<file path="src/rtl/hack_video_pkg.sv">
// hack_video_pkg: VGA 640x480 timing, Hack 512x256 image geometry, counter/address/word types and span helpers
package hack_video_pkg;
  localparam int H_ACTIVE = 640;
  localparam int H_FP = 16;
  localparam int H_SYNC = 96;
  localparam int H_BP = 48;
  localparam int H_TOTAL = H_ACTIVE + H_FP + H_SYNC + H_BP;
  localparam int V_ACTIVE = 480;
  localparam int V_FP = 10;
  localparam int V_SYNC = 2;
  localparam int V_BP = 33;
  localparam int V_TOTAL = V_ACTIVE + V_FP + V_SYNC + V_BP;
  localparam int X_OFF = 64;
  localparam int Y_OFF = 112;
  localparam int IMG_W = 512;
  localparam int IMG_H = 256;
  localparam int WORD_W = 16;
  localparam int WORDS_PER_ROW = 32;
  localparam int ADDR_W = 13;
  localparam int CNT_W = 10;
  localparam int WORD_BITS = $clog2(WORDS_PER_ROW);
  localparam int PIX_BITS = $clog2(WORD_W);
  typedef logic [CNT_W-1:0] cnt_t;
  typedef logic [ADDR_W-1:0] addr_t;
  typedef logic [WORD_W-1:0] word_t;
  typedef struct packed {
    logic hsync;
    logic vsync;
    logic de;
  } sync_t;
  localparam sync_t SYNC_IDLE = '{hsync: 1'b1, vsync: 1'b1, de: 1'b0};
  function automatic cnt_t to_cnt(int v);
    return cnt_t'(v);
  endfunction
  function automatic logic in_span(cnt_t c, int lo, int len);
    cnt_t d;
    d = c - to_cnt(lo);
    return d < to_cnt(len);
  endfunction
  function automatic logic word_edge(cnt_t c, int lo, int len);
    cnt_t d;
    d = c - to_cnt(lo);
    return d < to_cnt(len) && d[PIX_BITS-1:0] == '0;
  endfunction
endpackage

</file>
<file path="src/rtl/hack_vga_timing.sv">
// hack_vga_timing: pix_ce-paced h/v counters (h_cnt_o/v_cnt_o) with registered hsync_o/vsync_o/de_o and one-clk frame_start_o
module hack_vga_timing
  import hack_video_pkg::*;
#(
  parameter int H_ACTIVE = hack_video_pkg::H_ACTIVE,
  parameter int H_FP = hack_video_pkg::H_FP,
  parameter int H_SYNC = hack_video_pkg::H_SYNC,
  parameter int H_BP = hack_video_pkg::H_BP,
  parameter int V_ACTIVE = hack_video_pkg::V_ACTIVE,
  parameter int V_FP = hack_video_pkg::V_FP,
  parameter int V_SYNC = hack_video_pkg::V_SYNC,
  parameter int V_BP = hack_video_pkg::V_BP
) (
  input  logic clk,
  input  logic reset,
  input  logic pix_ce_i,
  output cnt_t h_cnt_o,
  output cnt_t v_cnt_o,
  output logic hsync_o,
  output logic vsync_o,
  output logic de_o,
  output logic frame_start_o
);
  localparam int H_TOT = H_ACTIVE + H_FP + H_SYNC + H_BP;
  localparam int V_TOT = V_ACTIVE + V_FP + V_SYNC + V_BP;
  cnt_t h_q, h_d, v_q, v_d;
  sync_t sync_q, sync_d;
  logic fs_q, fs_d, h_wrap, v_wrap;
  always_comb begin
    h_wrap = h_q == to_cnt(H_TOT - 1);
    v_wrap = v_q == to_cnt(V_TOT - 1);
    h_d = pix_ce_i ? (h_wrap ? '0 : h_q + 1'b1) : h_q;
    v_d = (pix_ce_i && h_wrap) ? (v_wrap ? '0 : v_q + 1'b1) : v_q;
    sync_d = pix_ce_i ? sync_t'{hsync: !in_span(h_q, H_ACTIVE + H_FP, H_SYNC),
                                vsync: !in_span(v_q, V_ACTIVE + V_FP, V_SYNC),
                                de: in_span(h_q, 0, H_ACTIVE) && in_span(v_q, 0, V_ACTIVE)} : sync_q;
    fs_d = pix_ce_i && h_wrap && v_wrap;
  end
  always_ff @(posedge clk or posedge reset) begin
    if (reset) begin
      h_q <= '0;
      v_q <= '0;
      sync_q <= SYNC_IDLE;
      fs_q <= 1'b0;
    end else begin
      h_q <= h_d;
      v_q <= v_d;
      sync_q <= sync_d;
      fs_q <= fs_d;
    end
  end
  assign h_cnt_o = h_q;
  assign v_cnt_o = v_q;
  assign hsync_o = sync_q.hsync;
  assign vsync_o = sync_q.vsync;
  assign de_o = sync_q.de;
  assign frame_start_o = fs_q;
endmodule

</file>
<file path="src/rtl/hack_screen_scanout.sv">
// hack_screen_scanout: VGA scanout of Hack screen RAM (scr_addr/scr_rd/scr_data) to hsync/vsync/de/pixel with frame_start, paced by pix_ce
module hack_screen_scanout
  import hack_video_pkg::*;
#(
  parameter int H_ACTIVE = hack_video_pkg::H_ACTIVE,
  parameter int H_FP = hack_video_pkg::H_FP,
  parameter int H_SYNC = hack_video_pkg::H_SYNC,
  parameter int H_BP = hack_video_pkg::H_BP,
  parameter int V_ACTIVE = hack_video_pkg::V_ACTIVE,
  parameter int V_FP = hack_video_pkg::V_FP,
  parameter int V_SYNC = hack_video_pkg::V_SYNC,
  parameter int V_BP = hack_video_pkg::V_BP,
  parameter int X_OFF = hack_video_pkg::X_OFF,
  parameter int Y_OFF = hack_video_pkg::Y_OFF
) (
  input  logic              clk,
  input  logic              reset,
  input  logic              pix_ce,
  output logic [ADDR_W-1:0] scr_addr,
  output logic              scr_rd,
  input  logic [WORD_W-1:0] scr_data,
  output logic              hsync,
  output logic              vsync,
  output logic              de,
  output logic              pixel,
  output logic              frame_start
);
  cnt_t h_cnt, v_cnt, row, fx;
  logic img_line, img_col, fetch, load, rd_q, rd_d, pix_q, pix_d;
  addr_t addr_q, addr_d;
  word_t hold_q, hold_d, shift_q, shift_d;
  hack_vga_timing #(
    .H_ACTIVE(H_ACTIVE), .H_FP(H_FP), .H_SYNC(H_SYNC), .H_BP(H_BP),
    .V_ACTIVE(V_ACTIVE), .V_FP(V_FP), .V_SYNC(V_SYNC), .V_BP(V_BP)
  ) u_timing (
    .clk(clk),
    .reset(reset),
    .pix_ce_i(pix_ce),
    .h_cnt_o(h_cnt),
    .v_cnt_o(v_cnt),
    .hsync_o(hsync),
    .vsync_o(vsync),
    .de_o(de),
    .frame_start_o(frame_start)
  );
  // Word k is fetched two pixels ahead of its first column and loaded one pixel ahead;
  // with continuous pix_ce the capture and load share an edge, so the load bypasses hold.
  always_comb begin
    row = v_cnt - to_cnt(Y_OFF);
    fx = h_cnt - to_cnt(X_OFF - 2);
    img_line = in_span(v_cnt, Y_OFF, IMG_H);
    img_col = in_span(h_cnt, X_OFF, IMG_W);
    fetch = img_line && word_edge(h_cnt, X_OFF - 2, IMG_W);
    load = img_line && word_edge(h_cnt, X_OFF - 1, IMG_W);
    rd_d = pix_ce && fetch;
    addr_d = rd_d ? ((addr_t'(row) << WORD_BITS) | addr_t'(fx >> PIX_BITS)) : addr_q;
    hold_d = rd_q ? scr_data : hold_q;
    shift_d = !pix_ce ? shift_q : load ? hold_d : (img_line && img_col) ? shift_q >> 1 : shift_q;
    pix_d = pix_ce ? (img_line && img_col && shift_q[0]) : pix_q;
  end
  always_ff @(posedge clk or posedge reset) begin
    if (reset) begin
      rd_q <= 1'b0;
      addr_q <= '0;
      hold_q <= '0;
      shift_q <= '0;
      pix_q <= 1'b0;
    end else begin
      rd_q <= rd_d;
      addr_q <= addr_d;
      hold_q <= hold_d;
      shift_q <= shift_d;
      pix_q <= pix_d;
    end
  end
  assign scr_rd = rd_q;
  assign scr_addr = addr_q;
  assign pixel = pix_q;
endmodule
</file>
<file path="config.mk">
export PLATFORM = sky130hd
export DESIGN_NAME = hack_screen_scanout
export DESIGN_NICKNAME = d
export VERILOG_FILES = /design/src/rtl/hack_video_pkg.sv /design/src/rtl/hack_vga_timing.sv /design/src/rtl/hack_screen_scanout.sv
export SDC_FILE = /design/constraint.sdc
export NUM_CORES = 1
export LEC_CHECK = 0
export ABC_AREA = 1
export ABC_CLOCK_PERIOD_IN_PS = 2700
export BUFFER_PORTS_ARGS = -buffer_cell sky130_fd_sc_hd__buf_2
export CAP_MARGIN = 15
export CORE_MARGIN = 3
export CORE_UTILIZATION = 59
export DETAILED_ROUTE_END_ITERATION = 6
export GPL_TIMING_DRIVEN = 0
export PLACE_DENSITY = 0.83
export SYNTH_ARGS = -nofsm -noshare
export SYNTH_HDL_FRONTEND = slang
export SYNTH_SLANG_ARGS = --single-unit
</file>
<file path="constraint.sdc">
create_clock -name clk -period 2.7 [get_ports clk]
set_clock_uncertainty 0.1 [all_clocks]
set_input_delay 0.135 -clock clk [delete_from_list [all_inputs] [get_ports clk]]
set_output_delay 0.135 -clock clk [all_outputs]
set_load 0.02 [all_outputs]
</file>
# --- Word-level counts from Yosys, hierarchy flattened ---
# Cells that the tools add are included.
totals:
  regBits: 71
  inputBits: 19
  output_inout_bits: 19
  elab_cells: 51
classes:
  addsub: 8
  n_lt_le_gt_ge: 8
  eq_ne: 2
  muxes: 5
  bitwise_logic: 1
  n_reduce_logical: 16
ops:
  columns: ["cell", "n"]
  rows:
  - ["two-way mux 16 bit", 3]
  - ["< comparator 10 bit, second input constant", 4]
  - ["adder 10 x 1 -> 10 bit, second input constant", 2]
  - ["== test 10 bit, second input constant", 2]
  - ["< comparator 10 x 9 -> 1 bit, second input constant", 2]
  - ["two-way mux 10 bit", 2]
  - ["subtractor 10 x 6 -> 10 bit, second input constant", 2]
  - ["subtractor 10 x 7 -> 10 bit, second input constant", 2]
  - ["OR 13 x 6 -> 13 bit", 1]
  - ["logical AND 1 bit", 10]
  - ["< comparator 10 x 2 -> 1 bit, second input constant", 1]
  - ["< comparator 10 x 7 -> 1 bit, second input constant", 1]
  - ["subtractor 10 bit, second input constant", 1]
  - ["subtractor 10 x 9 -> 10 bit, second input constant", 1]
  - ["logical NOT 4 bit", 2]
  - ["logical NOT 1 bit", 2]
  - ["AND reduction 2 bit", 1]
  - ["nonzero test 2 bit", 1]

# --- Logic depth before layout (Yosys ltp) ---
logic_depth:
  depth_word: 6
  depth_mapped: 13
  ltp_nobuf: 12

# --- Hierarchy ---
# A second synthesis with hierarchy kept.
hier_totals:
  cells_unflattened: 475
  hier_area_um2: 3935.0
by_module_without_submodules:
  columns: ["mod", "instances", "cells_per_inst", "area_each_um2", "seq_area_each_um2"]
  rows:
  - ["hack_screen_scanout", 1, 264, 2346.0, 1176.1]
  - ["hack_vga_timing", 1, 211, 1589.0, 603.1]

# --- Least setup slack after synthesis ---
# OpenSTA, ideal clock, no wires.
synth_path:
  path_type: "reg2reg"
  startpoint: "reg u_timing.v_q[4] (netlist: u_timing.v_cnt_o[4])"
  endpoint: "reg shift_q[0]"
  t_arrival_ps: 1768
  setup_slack_ps: 716
  stages_incl_launch_ff: 12
  n_path_buf: 1
  path_cell_list: "dfrtp_1 > ha_1 > nand2_4 > nand2_2 > xor2_2 > nor2_8 > nand3_4 > nand2_2 > nand2_2 > buf_6 > nand2_1 > nand2_1"
synth_between:
  elab_chain_cells: 5
  word_cells_on_any_way: 7
  classes_between: "1 x add/sub; 1 x order compare; 1 x mux; 4 x reduce/logical"
synth_rtl:
  columns: ["item", "line_no", "text"]
  rows:
  - ["from (decl)", "hack_vga_timing.sv:26", "cnt_t h_q, h_d, v_q, v_d;"]
  - ["from (signal assigned)", "hack_vga_timing.sv:47", "v_q <= v_d;"]
  - ["subtractor 10 x 7 -> 10 bit *", "hack_video_pkg.sv:37", "d = c - to_cnt(lo);"]
  - ["< comparator 10 x 9 -> 1 bit *", "hack_video_pkg.sv:38", "return d < to_cnt(len);"]
  - ["logical AND 1 bit (on tied branches)", "hack_screen_scanout.sv:54, hack_screen_scanout.sv:58", null]
  - ["nonzero test 2 bit (no line)", null, null]
  - ["AND reduction 2 bit (no line)", null, null]
  - ["to (signal assigned)", "hack_screen_scanout.sv:72", "shift_q <= shift_d;"]
  - ["to (decl)", "hack_screen_scanout.sv:31", "word_t hold_q, hold_d, shift_q, shift_d;"]
# Mark *: on every way between the ends. The rest lies on a longest branch, timed or not.
# A chain may end at the register's enable or synchronous reset.

# --- Worst setup path in the final report ---
layout_path:
  startpoint: "reg u_timing.v_q[4] (netlist: u_timing.v_cnt_o[4])"
  endpoint: "reg addr_q[3] (netlist: scr_addr[3])"
layout_between:
  elab_chain_cells: 4
layout_rtl:
  columns: ["item", "line_no", "text"]
  rows:
  - ["subtractor 10 x 7 -> 10 bit", "hack_video_pkg.sv:37", null]
  - ["< comparator 10 x 9 -> 1 bit", "hack_video_pkg.sv:38", null]
  - ["logical AND 1 bit", "hack_screen_scanout.sv:53", "fetch = img_line && word_edge(h_cnt, X_OFF - 2, IMG_W);"]
  - ["logical AND 1 bit", "hack_screen_scanout.sv:55", "rd_d = pix_ce && fetch;"]
  - ["named net rd_d", "hack_screen_scanout.sv:29", "logic img_line, img_col, fetch, load, rd_q, rd_d, pix_q, pix_d;"]
  - ["to (signal assigned)", "hack_screen_scanout.sv:70", "addr_q <= addr_d;"]
  - ["to (decl)", "hack_screen_scanout.sv:30", "addr_t addr_q, addr_d;"]
# The timed path passes the listed nets, and every way through them passes these cells.

==> flow_summary_export.csv <==
group,metric,value,unit
grt,grt_max_degree,72,
routing,dr_wl_met2,4.22,mm
worst_setup_path,crit_chain,"ha_1, nand2_4, nand2_2, xor2_2, nor2_8, inv_2, nor2_4, buf_2, a21oi_1",
timing,worst_slew_pin_slew,0.869,ns
worst_setup_path,cp_num_cells,9,
final_layout,seq_area,0.00178,mm2
routing,wl_met1,3.89,mm
clock_network,cts_tree,"done",
final_layout,fin_util,71.9,%
clock_network,clk_pin_slew,0.07,ns
floorplanning,initial_utilization,61.3,%
synthesis,yosys_warnings,0,
synthesis,synth_cells,460,
synthesis,synth_flop_cell,"dfrtp_1",
status,run_status,"finished, final reports clean",
synthesis,synth_area,0.00392,mm2
worst_setup_path,crit_path_max_fanout,10,
synthesis,ys_async_sr_fraction,100,%
grt,grt_usage,24.9,%
worst_setup_path,path_class,"reg2reg",
run,drv_cap,0,
worst_setup_path,arrival,2.44,ns
timing,max_freq,431,MHz
synthesis,synth_most_common_cell,"nand2_1",
routing,num_vias,3414,
timing,finalSetupViolations,0,
synthesis,ys_ff_latch,71,
synthesis,synth_cell_types,44,
worst_setup_path,r2r_slack,0.38,ns
final_layout,drive_gt1_share,21.3,%
routing,drt-pass1-iter-count,6,
clock_network,clkLatencyLatePin,0.35,ns
timing,drv_slew,0,
floorplanning,io_pins,38,
worst_setup_path,cp-start-kind,"flip-flop",
worst_setup_path,path_delay_family,"simple AND/OR/NAND/NOR gates",
grt,grt_pass1_wl,14.9,mm
worst_setup_path,required,2.82,ns
clock_network,cts_buffers,9,
place,dp_hpwl,6.05,mm
clock_network,htree_levels,3,
timing,min_period,2.32,ns
routing,highest-signal-layer,"met4",
synthesis,synth_commonest_cells,"nand2_1 (143), dfrtp_1 (69), inv_1 (30)",
synthesis,synth.avg_cell_area,8.51,um2
timing,hold_viol,0,
place,dp_cells,574,
timing,fin_crit_sh,85.9,%
worst_hold_path,whs_path_depth,7,
clock_network,clock_path_buffers,2,
clock_network,clock_sinks,71,
worst_setup_path,slowest_stage,"dfrtp_1",
synthesis,synth_area_leaders,"dfrtp_1 (44%), nand2_1 (14%), mux2_2 (4.6%), ha_1 (4.5%), nand4_1 (3.7%)",
routing,wl_per_cell,14.5,um
grt,antenna_found_initial,0,
clock_network,root_buffer,"clkbuf_8",
worst_setup_path,end_kind,"flip-flop",
timing,rsz0062_at_grt,"false",
worst_setup_path,path_buf_inv,2,
routing,avgViaCountPerCell,5.62,
worst_hold_path,hold_class,"in2reg",
synthesis,mappedNetlistNets,493,
floorplanning,core_area,0.00639,mm2
floorplanning,die_height,87.5,um
synthesis,yosys.area.top_type,"dfrtp_1",
worst_setup_path,cpPeakStageDelay,0.49,ns
routing,wirelength,8.81,mm
floorplanning,dieWidth,87.5,um
final_layout,stdcell_count,607,
routing,met3_length,546,um
final_layout,areaGrowthSynthToFinish,17.3,%
synthesis,yosysTopAreaCellShare,44.1,%
power_and_ir_drop,p_leak,2.38,nW
synthesis,yosysSeqAreaShare,45.4,%
synthesis,synth_edf_count,0,
final_layout,multi_input_area,0.00188,mm2
timing,slew_headroom,42.1,%
routing,detail-route-antenna-nets,0,
clock_network,cts_setup_buffers,0,
power_and_ir_drop,vdd_ir_drop_max,0.397,mV
floorplanning,rows,29,
worst_setup_path,r2r_cells,9,
place,place_congestion,0.893,
grt,grt_pass1_vias,3250,
place,portBuffers,37,
grt,overflow,0,
final_layout,num_antenna_cells,0,
final_layout,fin_nets,558,
floorplanning,die_area,0.00765,mm2
routing,drtIter0Drc,195,
power_and_ir_drop,power_density,550,mW/mm2
final_layout,fillCellCount,471,
routing,drc_errors,0,
==> flip-flops by register name, summed over array words and instances (netlist names) <==
name / flops
u_timing.vsync_o: 1
scr_rd: 1
pixel: 1
u_timing.de_o: 1
u_timing.v_cnt_o: 10
hold_q: 16
u_timing.frame_start_o: 1
u_timing.hsync_o: 1
u_timing.h_cnt_o: 10
scr_addr: 13
shift_q: 16
==> where the power goes <==
part / total, mW / switching [mW] / internal, mW
Clock: 0.956 / 0.411 / 0.546
Combinational: 0.380 / 0.221 / 0.159
Sequential: 1.19 / 0.0684 / 1.12
Total: 2.53 / 0.700 / 1.83
==> cell families after synthesis <==
kind of cell / count (synthesis) / synth area share [%]
xor+xnor: 13 / 3.10
mux: 16 / 4.60
fa+ha+maj: 14 / 4.47
simple gates: 240 / 28.3
flops: 71 / 45.4
buf+inv: 58 / 6.42
compound gates: 48 / 7.61
==> worst min-delay path: cells and delay by family <==
kind                   cells  cell delay, ns
buffers and inverters      1            0.11
AND/OR/NAND/NOR            6            0.43
==> path summary, 6_finish.rpt <==
check                                     from            to
min in group asynchronous                reset    hold_q[14]
setup reg to reg           u_timing.v_cnt_o[4]   scr_addr[3]
setup / recovery           u_timing.v_cnt_o[4]   scr_addr[3]
hold / removal                          pix_ce  scr_addr[10]
max in group asynchronous                reset   scr_addr[4]
hold reg to reg                    shift_q[12]   shift_q[12]
==> metrics by stage <==
stage / hold slack, ns / power, mW / setup TNS, ns / instance area [um2] / setup slack (ns)
finish: 0.262 / 2.53 / 0 / 4590 / 0.380
global route: 0.275 / 2.64 / 0 / 4590 / 0.235
CTS: 0.255 / 2.54 / 0 / 4590 / 0.407
detailed placement: 0.269 / 1.57 / 0 / 4200 / 0.422
global placement: 0.288 / 1.55 / -8.69 / 4200 / -0.129
floorplan: 0.203 / 1.47 / 0 / 3920 / 0.672
==> repair_timing <==
action                                 CTS  global route
endpoints found under the hold margin   85             0
resized for setup                        0             0
hold buffers                            17             0
==> per-layer routing <==
| metal | vias to the layer above | GRT usage [%] |
|---|---|---|
| met5 | - | 0 |
| met4 | 0 | 8.93 |
| met3 | 16 | 4.26 |
| met2 | 134 | 41.7 |
| met1 | 1619 | 32.5 |
| li1 | 1645 | - |
==> layout by cell type, fill, tap and decap left out, types with 10 or more instances in the layout <==
master and n:
xor2_1 10, inv_1 29, o21ai_0 14, ha_1 14, clkbuf_8 10, buf_2 46
dlygate4sd3_1 17, nor2_1 26, nand2_1 143, mux2_2 16, nand3_1 17, nand4_1 23
dfrtp_1 69
==> area by class of cell <==
cell class	count	area share, %
tap	77	2.10
inverter	41	3.41
sequential	71	38.7
buffer	17	2.13
clock buffer	11	3.08
clock inverter	5	1.77
timing repair buffer	54	7.74
multi-input combinational	331	41.0
(Power assumes the default switching activity.)
